===== src/rtl/blink_sched.sv =====
// blink_sched: N-channel LED blink scheduler sharing one prescaler and one sub-counter datapath.
// Optional macro BLINK_SCHED_SYNC_EN commits all channels' led/flg together at scan end.
module blink_sched #(
  parameter int CBITS = 10,
  parameter int N     = 4,
  parameter int DBITS = 4,
  localparam int CW   = (N > 1) ? $clog2(N) : 1
) (
  input  logic             clk,
  input  logic             rst_n,
  input  logic             cfg_valid,
  output logic             cfg_ready,
  input  logic [CW-1:0]    cfg_ch,
  input  logic [1:0]       cfg_mode,
  input  logic [DBITS-1:0] cfg_div,
  output logic [N-1:0]     led,
  output logic [N-1:0]     flg,
  output logic             busy
);

  localparam logic [1:0]    M_OFF   = 2'd0;
  localparam logic [1:0]    M_ON    = 2'd1;
  localparam logic [1:0]    M_BLINK = 2'd2;
  localparam logic [CW:0]   NCH     = (CW+1)'(N);
  localparam logic [CW-1:0] LAST    = CW'(N - 1);

  typedef enum logic {IDLE, SCAN} state_t;

  state_t           state, state_nxt;
  logic [CBITS-1:0] pcnt;
  logic [CW-1:0]    idx, idx_nxt;
  logic [1:0]       mode [N];
  logic [DBITS-1:0] div  [N];
  logic [DBITS-1:0] sub  [N];

  logic             tick, scan, last, cfg_hit, cfg_acc;
  logic [1:0]       new_mode;
  logic [DBITS-1:0] new_sub;
  logic             cur_led, new_led, ev;
  logic [N-1:0]     led_src;

  assign tick      = &pcnt;
  assign scan      = (state == SCAN);
  assign last      = scan && (idx == LAST);
  assign busy      = scan;
  assign cfg_ready = rst_n && (state == IDLE) && !tick;
  assign cfg_hit   = ({1'b0, cfg_ch} < NCH);
  assign cfg_acc   = cfg_valid && cfg_ready && cfg_hit;

  always_ff @(posedge clk or negedge rst_n) begin
    if (!rst_n) pcnt <= '0;
    else        pcnt <= pcnt + 1'b1;
  end

  always_ff @(posedge clk or negedge rst_n) begin
    if (!rst_n) begin
      state <= IDLE;
      idx   <= '0;
    end else begin
      state <= state_nxt;
      idx   <= idx_nxt;
    end
  end

  always_comb begin
    state_nxt = state;
    idx_nxt   = idx;
    case (state)
      IDLE: if (tick) begin
        state_nxt = SCAN;
        idx_nxt   = '0;
      end
      SCAN: begin
        if (last) state_nxt = IDLE;
        else      idx_nxt   = idx + 1'b1;
      end
      default: state_nxt = IDLE;
    endcase
  end

  // Shared service datapath: one channel per scan cycle.
  always_comb begin
    cur_led  = led_src[idx];
    new_mode = mode[idx];
    new_sub  = sub[idx];
    new_led  = cur_led;
    ev       = 1'b0;
    case (mode[idx])
      M_OFF: new_led = 1'b0;
      M_ON:  new_led = 1'b1;
      M_BLINK: begin
        if (sub[idx] == div[idx]) begin
          new_sub = '0;
          new_led = !cur_led;
          ev      = 1'b1;
        end else begin
          new_sub = sub[idx] + 1'b1;
        end
      end
      default: begin
        if (sub[idx] == div[idx]) begin
          new_led  = 1'b0;
          new_mode = M_OFF;
          ev       = 1'b1;
        end else begin
          new_sub = sub[idx] + 1'b1;
        end
      end
    endcase
  end

  always_ff @(posedge clk or negedge rst_n) begin
    if (!rst_n) begin
      for (int i = 0; i < N; i++) begin
        mode[i] <= M_OFF;
        div[i]  <= '0;
        sub[i]  <= '0;
      end
    end else if (scan) begin
      mode[idx] <= new_mode;
      sub[idx]  <= new_sub;
    end else if (cfg_acc) begin
      mode[cfg_ch] <= cfg_mode;
      div[cfg_ch]  <= cfg_div;
      sub[cfg_ch]  <= '0;
    end
  end

`ifdef BLINK_SCHED_SYNC_EN
  logic [N-1:0] led_sh, flg_sh, led_sh_nxt, flg_sh_nxt;

  assign led_src = led_sh;

  always_comb begin
    led_sh_nxt      = led_sh;
    flg_sh_nxt      = flg_sh;
    led_sh_nxt[idx] = new_led;
    flg_sh_nxt[idx] = ev;
  end

  // Shadow copies track the scan; outputs load only on the last serviced channel.
  always_ff @(posedge clk or negedge rst_n) begin
    if (!rst_n) begin
      led_sh <= '0;
      flg_sh <= '0;
      led    <= '0;
      flg    <= '0;
    end else begin
      flg <= '0;
      if (tick) flg_sh <= '0;
      if (scan) begin
        led_sh <= led_sh_nxt;
        flg_sh <= flg_sh_nxt;
        if (last) begin
          led <= led_sh_nxt;
          flg <= flg_sh_nxt;
        end
      end else if (cfg_acc) begin
        led_sh[cfg_ch] <= cfg_mode[0];
        led[cfg_ch]    <= cfg_mode[0];
      end
    end
  end
`else
  assign led_src = led;

  // Initial led on a config write is 1 for ON/ONESHOT, i.e. mode bit 0.
  always_ff @(posedge clk or negedge rst_n) begin
    if (!rst_n) begin
      led <= '0;
      flg <= '0;
    end else begin
      flg <= '0;
      if (scan) begin
        led[idx] <= new_led;
        flg[idx] <= ev;
      end else if (cfg_acc) begin
        led[cfg_ch] <= cfg_mode[0];
      end
    end
  end
`endif

endmodule


===== config.mk =====
export PLATFORM = sky130hd
export DESIGN_NAME = blink_sched
export DESIGN_NICKNAME = d
export VERILOG_FILES = /design/src/rtl/blink_sched.sv
export SDC_FILE = /design/constraint.sdc
export NUM_CORES = 1
export LEC_CHECK = 0
export CAP_MARGIN = 25
export CORE_MARGIN = 3
export CORE_UTILIZATION = 45
export DETAILED_ROUTE_END_ITERATION = 6
export GPL_TIMING_DRIVEN = 0
export MAX_ROUTING_LAYER = met4
export SETUP_SLACK_MARGIN = 0.1
export SYNTH_ARGS = -nofsm -noshare
export SYNTH_HDL_FRONTEND = slang
export SYNTH_SLANG_ARGS = --single-unit

===== constraint.sdc =====
create_clock -name clk -period 7.1 [get_ports clk]
set_input_delay 1.065 -clock clk [delete_from_list [all_inputs] [get_ports clk]]
set_output_delay 1.065 -clock clk [all_outputs]
set_load 0.005 [all_outputs]

==> flow_summary.json, run 1 <==
{
  "status": "completed",
  "worstSetupStartpointType": "input pin",
  "clkLatencyLatePin_ns": 0.34,
  "synth_edf_count": 0,
  "hpwl_um": 4991,
  "clockBufferDepth": 2,
  "synth-simple-area-share": 0.1433,
  "hold_viol_final": 0,
  "synth_warnings": 0,
  "end_kind": "primary output",
  "top_usage_layer": "met2",
  "cts_sinks": 61,
  "numCtsBuffers": 9,
  "dr.pass1.iters": 5,
  "reg2reg_from": "idx[1]",
  "post-route-period-util": 0.4875,
  "dieHeight_um": 90.16,
  "cts_root_buffer": "clkbuf_8",
  "period_minus_slack_ns": 3.461,
  "synthMuxAreaShare": 0.1700,
  "fin_setup_tns_ns": 0,
  "synth_area_leaders": "dfrtp_1 (48%), mux4_2 (8.5%), mux2_2 (6.0%)",
  "die_w_um": 90.16,
  "cts_resized": 0,
  "maxCapViolations": 0,
  "grt_overflow": 0,
  "io_buffers": 20,
  "htree_num_levels": 3,
  "routed_wl_um": 7253,
  "synth-seq-cells": 61,
  "synth_top_area_cell": "dfrtp_1",
  "synth-compound-area-share": 0.1017,
  "relSlewSlack": 0.4209,
  "most-common-layout-cells": "dfrtp_1 (61), nand3_1 (29), nor2_1 (23)",
  "grt_pass1_wl_um": 12260,
  "drt_iter0_drc": 107,
  "finalNetCount": 338,
  "yosysSeqAreaShare": 0.4790,
  "p_total_uw": 851.8,
  "whs_path_depth": 1,
  "core_um2": 6832,
  "rsz0062_at_grt": "false",
  "cts_tree": "yes",
  "reg2regPathDepth": 10,
  "io_pins": 21,
  "via_per_inst": 5.633,
  "worstMarginPinSlew_ns": 0.8578,
  "final_common_cell": "dfrtp_1",
  "synth_top_cell_area_share": 0.4790,
  "fmax_mhz": 288.9,
  "syn-num-nets": 305,
  "synth_top_family_by_area": "multiplexers",
  "diodes": 0,
  "rr_endpoint": "led[0]",
  "grtUsageMet2": 0.2844,
  "met1_usage": 0.2731,
  "dieArea_um2": 8128,
  "synthCells": 286,
  "cp_data_arrival_time_ns": 2.40,
  "start_util": 0.4665,
  "grt_antenna_before_repair": 0,
  "gr-usage-met3": 0.04854,
  "worstPathMaxFanout": 63,
  "setup_viol_count_final": 0,
  "required_ns": 6.03,
  "setup_ws_ns": 3.639,
  "drc": 0,
  "syn_to_final_growth_pct": 16.65,
  "drive_gt1_frac": 0.1728,
  "pwr_density_cell_nw_per_um2": 229.1,
  "post-place-ws_ns": 3.572,
  "ir_drop_v": 0.0001424,
  "grt_pass1_vias": 2438,
  "grt_max_degree": 64,
  "synth_xor_area_frac": 0.03573,
  "hp-start": "pcnt[0]",
  "antenna_left": 0,
  "synth_area_um2": 3187,
  "vias": 2366,
  "slew_violations": 0,
  "rrSetupSlack_ns": 3.65,
  "ctsHoldBuffers": 0,
  "num_rows": 30,
  "async_flop_share": 1.000,
  "synth_cell_types": 46,
  "fin_worst_skew_ns": 0.008146,
  "clkTransAtPathRegs_ns": 0.07,
  "synth_adder_area_share": 0.03141,
  "power.leakage_nw": 1.628,
  "wl_per_cell_um": 17.27,
  "hp-class": "flop to flop",
  "postCtsSetupBuffers": 0,
  "place.gp.congestion": 0.7998,
  "hold_path_end": "pcnt[0]",
  "grtUsageTotal": 0.1986,
  "ys.flop_type": "dfrtp_1",
  "critPathKind": "input pin to primary output",
  "syn_avg_cell_area_um2": 11.14
}
-- per-layer routing --
metal	up-vias	routed length [µm]
met5	-	0
met4	0	114
met3	9	474
met2	71	3223
met1	1171	3441
li1	1115	-
-- how the worst max path moves through the flow --
stage / from / end / slack (ns) / cells past startpoint
after floorplan: idx[0] / led[0] / 4.36 / 11
after global placement: rst_n / cfg_ready / 1.52 / 3
after detailed placement: rst_n / cfg_ready / 3.57 / 3
after CTS: rst_n / cfg_ready / 3.57 / 3
after global routing: idx[1] / led[0] / 3.45 / 10
final: rst_n / cfg_ready / 3.64 / 3
-- registers in the layout, indices dropped and copies added, names as in the netlist --
name / flops
flg: 4
div: 16
led: 4
idx: 2
pcnt: 10
sub: 16
mode: 8
busy: 1
-- power by group --
part | total (mW) | internal (mW) | switching [mW]
clock network | 0.318 | 0.182 | 0.137
registers | 0.400 | 0.381 | 0.0192
logic | 0.134 | 0.0680 | 0.0656
-- logic make-up (layout without fill, tap and decap cells) --
family	Yosys count	count (layout)
AND/OR/NAND/NOR	91	91
flip-flops	61	61
AO/OA/AOI/OAI	48	48
multiplexers	37	37
buffers and inverters	28	66
XOR/XNOR	13	13
adder cells (fa/ha/maj)	8	8
-- layout make-up --
cell class / instances / area, µm²
fillers: 619 / 3114
clock inverters: 3 / 43.79
flip-flops and latches: 61 / 1526
repair buffers: 22 / 207.7
clock buffers: 13 / 158.9
plain buffers: 16 / 78.83
multi-input cells: 197 / 1536
well taps: 96 / 120.1
inverters: 12 / 45.04
-- Yosys cell counts (2+ instances only) --
cell,n
and3_1,2
clkbuf_1,8
buf_2,3
nor2b_1,5
nor2_1,23
nor3b_1,2
mux4_2,12
a31o_2,2
nor3_1,2
buf_4,2
a31oi_1,3
mux2_2,17
inv_1,12
and2_1,3
ha_1,8
o2bb2ai_1,2
dfrtp_1,61
o311ai_0,4
mux2i_1,8
o21ai_0,13
a21oi_1,8
a211o_1,2
xnor2_1,11
o21a_1,2
nand2_1,13
buf_1,2
xor2_1,2
nand3_1,29
nand4_1,3
or3_1,3
o221ai_1,4
-- critical path, stage by stage --
cell and delay (ns):
buf_4 0.60, and2_1 0.22, clkdlybuf4s50_1 0.50
-- stage by stage --
stage	area, µm²	instances	hold slack (ns)	utilization
after floorplan	3187	286	0.4214	-
after global placement	3507	402	0.4485	0.5134
after detailed placement	3510	403	0.4582	0.5137
after CTS	3712	419	0.4668	0.5434
after global routing	3717	420	0.4806	0.5441
final	3717	420	0.4571	0.5441
Note: power is estimated with default switching activity, not from simulation.
==> run 2, diff against run 1 <==
==> constraint.sdc (replaced) <==
create_clock -name clk -period 3.3 [get_ports clk]
set_input_delay 0.495 -clock clk [delete_from_list [all_inputs] [get_ports clk]]
set_output_delay 0.495 -clock clk [all_outputs]
set_load 0.005 [all_outputs]
==> run 2 against run 1 <==
Against the previous run:
- via count increased by 0.59%
- global-route usage decreased by 0.055 points
- worst hold slack got worse by 0.23 ns
- clock skew decreased by 0.0023 ns
- critical path depth increased by 8
- combinational power increased by 130%
- wire length increased by 0.92%
- largest power group unchanged
- highest routed layer unchanged
- register-to-register slack got worse by 3.3 ns
- first-iteration DRC count increased by 9.3%
- largest cell class unchanged
==> flow_summary.json, run 2 (same netlist as run 1, synthesis figures left out) <==
{
  "cp_data_arrival_time_ns": 3.22,
  "setup_viol_count_final": 0,
  "worstPathMaxFanout": 11,
  "drt_iter0_drc": 117,
  "cp.depth": 11,
  "multiInputGateArea_um2": 1580,
  "cts_root_buffer": "clkbuf_8",
  "wl_per_cell_um": 17.43,
  "io_buffers": 20,
  "antenna_left": 0,
  "regArea_um2": 1526,
  "grt_pass1_wl_um": 12210,
  "htree_num_levels": 3,
  "clkTransAtPathRegs_ns": 0.07,
  "end_kind": "flop",
  "rr_endpoint": "led[0]",
  "power.leakage_nw": 1.649,
  "post-place-ws_ns": -0.09455,
  "crit_path_max_incr_delay_ns": 0.55,
  "start_util": 0.4665,
  "io_pins": 21,
  "p_total_mw": 1.856,
  "dieArea_um2": 8128,
  "numCtsBuffers": 9,
  "finalNetCount": 338,
  "place.gp.congestion": 0.7998,
  "core_um2": 6832,
  "cp_common_cell": "buf_4",
  "hp-class": "input pin to async pin",
  "period_minus_slack_ns": 2.994,
  "syn_to_final_growth_pct": 18.06,
  "fin_setup_tns_ns": 0,
  "dieHeight_um": 90.16,
  "hold_viol_final": 0,
  "final_common_cell": "dfrtp_1",
  "crit_family": "buffers and inverters",
  "fill_cells": 617,
  "worstSetupStartpointType": "flop",
  "ir_drop_v": 0.0003090,
  "fmax_mhz": 334.0,
  "reg2reg_from": "idx[0]",
  "most-common-layout-cells": "dfrtp_1 (61), nand3_1 (29), nor2_1 (23)",
  "grt_max_degree": 64,
  "grt_antenna_before_repair": 0,
  "relSlewSlack": 0.4318,
  "diodes": 0,
  "fin_worst_skew_ns": 0.005858,
  "rrSetupSlack_ns": 0.31,
  "clkLatencyLatePin_ns": 0.34,
  "ctsHoldBuffers": 0,
  "rsz0062_at_grt": "false",
  "reg2regPathDepth": 11,
  "worstMarginPinSlew_ns": 0.8417,
  "top_regs": "div: 16 flops, sub: 16 flops, pcnt: 10 flops",
  "drc": 0,
  "post-route-period-util": 0.9072,
  "required_ns": 3.52,
  "slew_violations": 0,
  "postCtsSetupBuffers": 0,
  "crit_buf_inv": 4,
  "via_per_inst": 5.667,
  "vias": 2380,
  "grt_pass1_vias": 2422,
  "cts_tree": "yes",
  "num_rows": 30,
  "setup_ws_ns": 0.3063,
  "dr.pass1.iters": 5,
  "routed_wl_um": 7320,
  "maxCapViolations": 0,
  "cts_sinks": 61,
  "status": "completed",
  "hpwl_um": 4991,
  "path_cells": "buf_4 > buf_6 > mux4_2 > xnor2_2 > nand4_4 > buf_4 > ha_1 > inv_1 > a22oi_2 > nor2_1 > a211o_1",
  "clockBufferDepth": 2,
  "drive_gt1_frac": 0.1914,
  "crit_slowest_cell": "mux4_2",
  "whs_ns": 0.2319,
  "critPathKind": "flop to flop",
  "die_w_um": 90.16,
  "grt_overflow": 0,
  "grtUsageTotal": 0.1980,
  "pwr_density_cell_nw_per_um2": 493.4
}
[run 2: cell count changes in the layout (fill, tap and decap cells not counted)]
cell | previous run | this run
xnor2_2 | 0 | 4
nand4_2 | 1 | 0
xnor2_1 | 11 | 7
nand4_4 | 0 | 1
a22oi_2 | 0 | 1
buf_1 | 2 | 1
buf_2 | 4 | 5
a22oi_1 | 1 | 0
[run 2: layer usage]
layer | global-route usage | share of wire | routed length [µm] | vias to the layer above
met2 | 0.2838 | 0.45 | 3324 | 86
li1 | - | - | - | 1111
met5 | - | 0 | 0 | -
met1 | 0.2720 | 0.47 | 3441 | 1172
met4 | 0.07781 | 0.019 | 136 | 0
met3 | 0.04854 | 0.057 | 417 | 11
[run 2: final cells by class]
class | instances | area share
timing repair buffer | 22 | 0.05520
tap | 96 | 0.03193
inverter | 12 | 0.01197
clock buffer | 13 | 0.04223
multi-input combinational | 197 | 0.4200
sequential | 61 | 0.4057
clock inverter | 3 | 0.01164
buffer | 16 | 0.02128
[run 2: worst max-delay path by stage]
| stage | startpoint | endpoint | slack, ns |
|---|---|---|---|
| 2_1_floorplan | idx[0] | led[0] | 0.56 |
| 3_5_place_dp | idx[1] | led[0] | -0.09 |
| 6_report | idx[0] | led[0] | 0.31 |
| 5_1_grt | idx[0] | led[0] | 0.13 |
| 4_1_cts | idx[0] | led[0] | 0.12 |
| 3_3_place_gp | rst_n | div[1] | -1.64 |
[run 2: report_power, final]
group | total [mW] | internal, mW | switching (mW)
combinational | 0.312 | 0.158 | 0.154
sequential | 0.860 | 0.819 | 0.0411
clock | 0.684 | 0.391 | 0.293
total | 1.86 | 1.37 | 0.488
[run 2: what timing repair did]
| action | 4_1_cts | 5_1_grt |
|---|---|---|
| pin swaps | 0 | 1 |
| resized for setup | 2 | 5 |
| hold endpoints to repair | 0 | 0 |
| setup endpoints to repair | 8 | 3 |
[run 2: worst reg2reg max path: cells and delay by family (launching register included)]
family                   cells  cell delay [ns]
AO/OA/AOI/OAI                2             0.47
AND/OR/NAND/NOR              2             0.29
multiplexers                 1             0.55
buffers and inverters        4             0.71
XOR/XNOR                     1             0.22
adder cells (fa/ha/maj)      1             0.28
flip-flops                   1             0.37
[run 2: through the flow]
stage | utilization | cells | area (µm²)
finish | 0.5507 | 420 | 3762
global route | 0.5507 | 420 | 3762
CTS | 0.5449 | 419 | 3722
detailed placement | 0.5137 | 403 | 3510
global placement | 0.5134 | 402 | 3507
floorplan | - | 286 | 3187
==> run 3, diff against run 2 <==
--- a/config.mk
+++ b/config.mk
@@ -12,6 +12,7 @@
 export GPL_TIMING_DRIVEN = 0
 export MAX_ROUTING_LAYER = met4
 export SETUP_SLACK_MARGIN = 0.1
+export SLEW_MARGIN = 20
 export SYNTH_ARGS = -nofsm -noshare
 export SYNTH_HDL_FRONTEND = slang
 export SYNTH_SLANG_ARGS = --single-unit
==> run 3 against run 2 <==
Against the previous run:
- sequential power about the same
- die area did not move
- sequential share of layout area decreased by 0.12 points
==> flow_summary.json, run 3 (same netlist as run 1, synthesis figures left out) <==
{
  "num_rows": 30,
  "reg2regPathDepth": 11,
  "fin_util": 0.5524,
  "top_regs": "div: 16 flops, sub: 16 flops, pcnt: 10 flops",
  "critPathKind": "flop to flop",
  "rrSetupSlack_ns": 0.31,
  "grt_pass1_vias": 2378,
  "cts_root_buffer": "clkbuf_8",
  "grt_max_degree": 40,
  "worstSetupStartpointType": "flop",
  "p_total_mw": 1.861,
  "reg2reg_from": "idx[0]",
  "die_w_um": 90.16,
  "power.leakage_nw": 1.654,
  "drive_gt1_frac": 0.1894,
  "rr_endpoint": "led[0]",
  "vias": 2369,
  "grtUsageTotal": 0.2009,
  "crit_slowest_cell": "mux4_2",
  "wl_per_cell_um": 17.84,
  "core_um2": 6832,
  "fin_setup_tns_ns": 0,
  "grt_overflow": 0,
  "path_cells": "buf_4 > buf_6 > mux4_2 > xnor2_2 > nand4_4 > buf_4 > ha_1 > inv_1 > a22oi_2 > nor2_1 > a211o_1",
  "finalNetCount": 338,
  "dr.pass1.iters": 4,
  "io_pins": 21,
  "clockBufferDepth": 2,
  "syn_to_final_growth_pct": 18.41,
  "ir_drop_v": 0.0003386,
  "cts_sinks": 61,
  "setup_ws_ns": 0.3063,
  "pwr_density_cell_nw_per_um2": 493.1,
  "start_util": 0.4665,
  "fill_cells": 630,
  "io_buffers": 20,
  "final_common_cell": "dfrtp_1",
  "fmax_mhz": 334.0,
  "drt_iter0_drc": 124,
  "numCtsBuffers": 9,
  "post-route-period-util": 0.9072,
  "dieArea_um2": 8128,
  "place.gp.congestion": 0.7998,
  "relSlewSlack": 0.3995,
  "worstPathMaxFanout": 11,
  "setup_viol_count_final": 0,
  "clkLatencyLatePin_ns": 0.34,
  "status": "completed",
  "hpwl_um": 5127,
  "required_ns": 3.53,
  "maxCapViolations": 0,
  "cts_tree": "yes",
  "most-common-layout-cells": "dfrtp_1 (61), nand3_1 (29), nor2_1 (23)",
  "via_per_inst": 5.667,
  "hp-class": "input pin to async pin",
  "fin_worst_skew_ns": 0.006333,
  "worstMarginPinSlew_ns": 0.8895,
  "crit_family": "buffers and inverters",
  "end_kind": "flop",
  "grt_antenna_before_repair": 0,
  "post-place-ws_ns": -0.1108,
  "rsz0062_at_grt": "false",
  "clkTransAtPathRegs_ns": 0.07,
  "cp_data_arrival_time_ns": 3.23,
  "cp_common_cell": "buf_4",
  "regArea_um2": 1526,
  "cp-startpoint": "idx[0]",
  "hold_viol_final": 0,
  "cp.depth": 11,
  "slew_violations": 0,
  "multiInputGateArea_um2": 1580,
  "cp-endpoint": "led[0]",
  "drc": 0,
  "grt_pass1_wl_um": 12290,
  "crit_buf_inv": 4,
  "diodes": 0,
  "routed_wl_um": 7456,
  "period_minus_slack_ns": 2.994,
  "crit_path_max_incr_delay_ns": 0.56,
  "htree_num_levels": 3,
  "dieHeight_um": 90.16,
  "antenna_left": 0
}
run 3: cell count changes in the layout (fill, tap and decap cells not counted), sizes merged:
cell and change:
clkinv -2
run 3: worst min path at each step:
stage	slack [ns]	endpoint	cells after the start
2_1_floorplan	0.20	busy	0
3_3_place_gp	0.45	pcnt[0]	1
3_5_place_dp	0.43	sub[15]	1
4_1_cts	0.06	sub[15]	1
5_1_grt	0.07	sub[15]	1
6_report	0.05	sub[15]	1
run 3: what timing repair did:
item | CTS | global route
setup endpoints to repair | 8 | 6
cloned | 0 | 0
pin swaps | 0 | 1
resized for setup | 2 | 5
hold buffers | 0 | 0
setup buffers | 0 | 0
run 3: metal layers:
layer | global-route usage | part of all wire | vias up
met5 | - | 0 | -
met2 | 0.2894 | 0.46 | 70
li1 | - | - | 1113
met3 | 0.04854 | 0.050 | 16
met4 | 0.08929 | 0.020 | 0
met1 | 0.2707 | 0.47 | 1170
run 3: cell type report:
class                           instances  area share
Buffer                                 16     0.02122
Clock buffer                           13     0.04476
Clock inverter                          1    0.007958
Inverter                               12     0.01194
Multi-Input combinational cell        197      0.4188
Sequential cell                        61      0.4045
Tap cell                               96     0.03183
Timing Repair Buffer                   22     0.05902
run 3: through the flow:
stage	instance area, µm²	hold WS (ns)	std cells
after detailed placement	3525	0.4264	403
after floorplan	3187	0.1994	286
after CTS	3734	0.06490	417
after global routing	3774	0.06651	418
final	3774	0.05319	418
after global placement	3507	0.4485	402
run 3: worst reg2reg max path, cell delays in order, from the launching register on:
cell and delay [ns]:
dfrtp_1 0.38, buf_4 0.20, buf_6 0.22, mux4_2 0.57, xnor2_2 0.21, nand4_4 0.22
buf_4 0.25, ha_1 0.28, inv_1 0.04, a22oi_2 0.23, nor2_1 0.07, a211o_1 0.23
run 3: where the power goes:
part	internal, mW	switching (mW)
logic	0.160	0.155
registers	0.819	0.0410
clock network	0.403	0.283
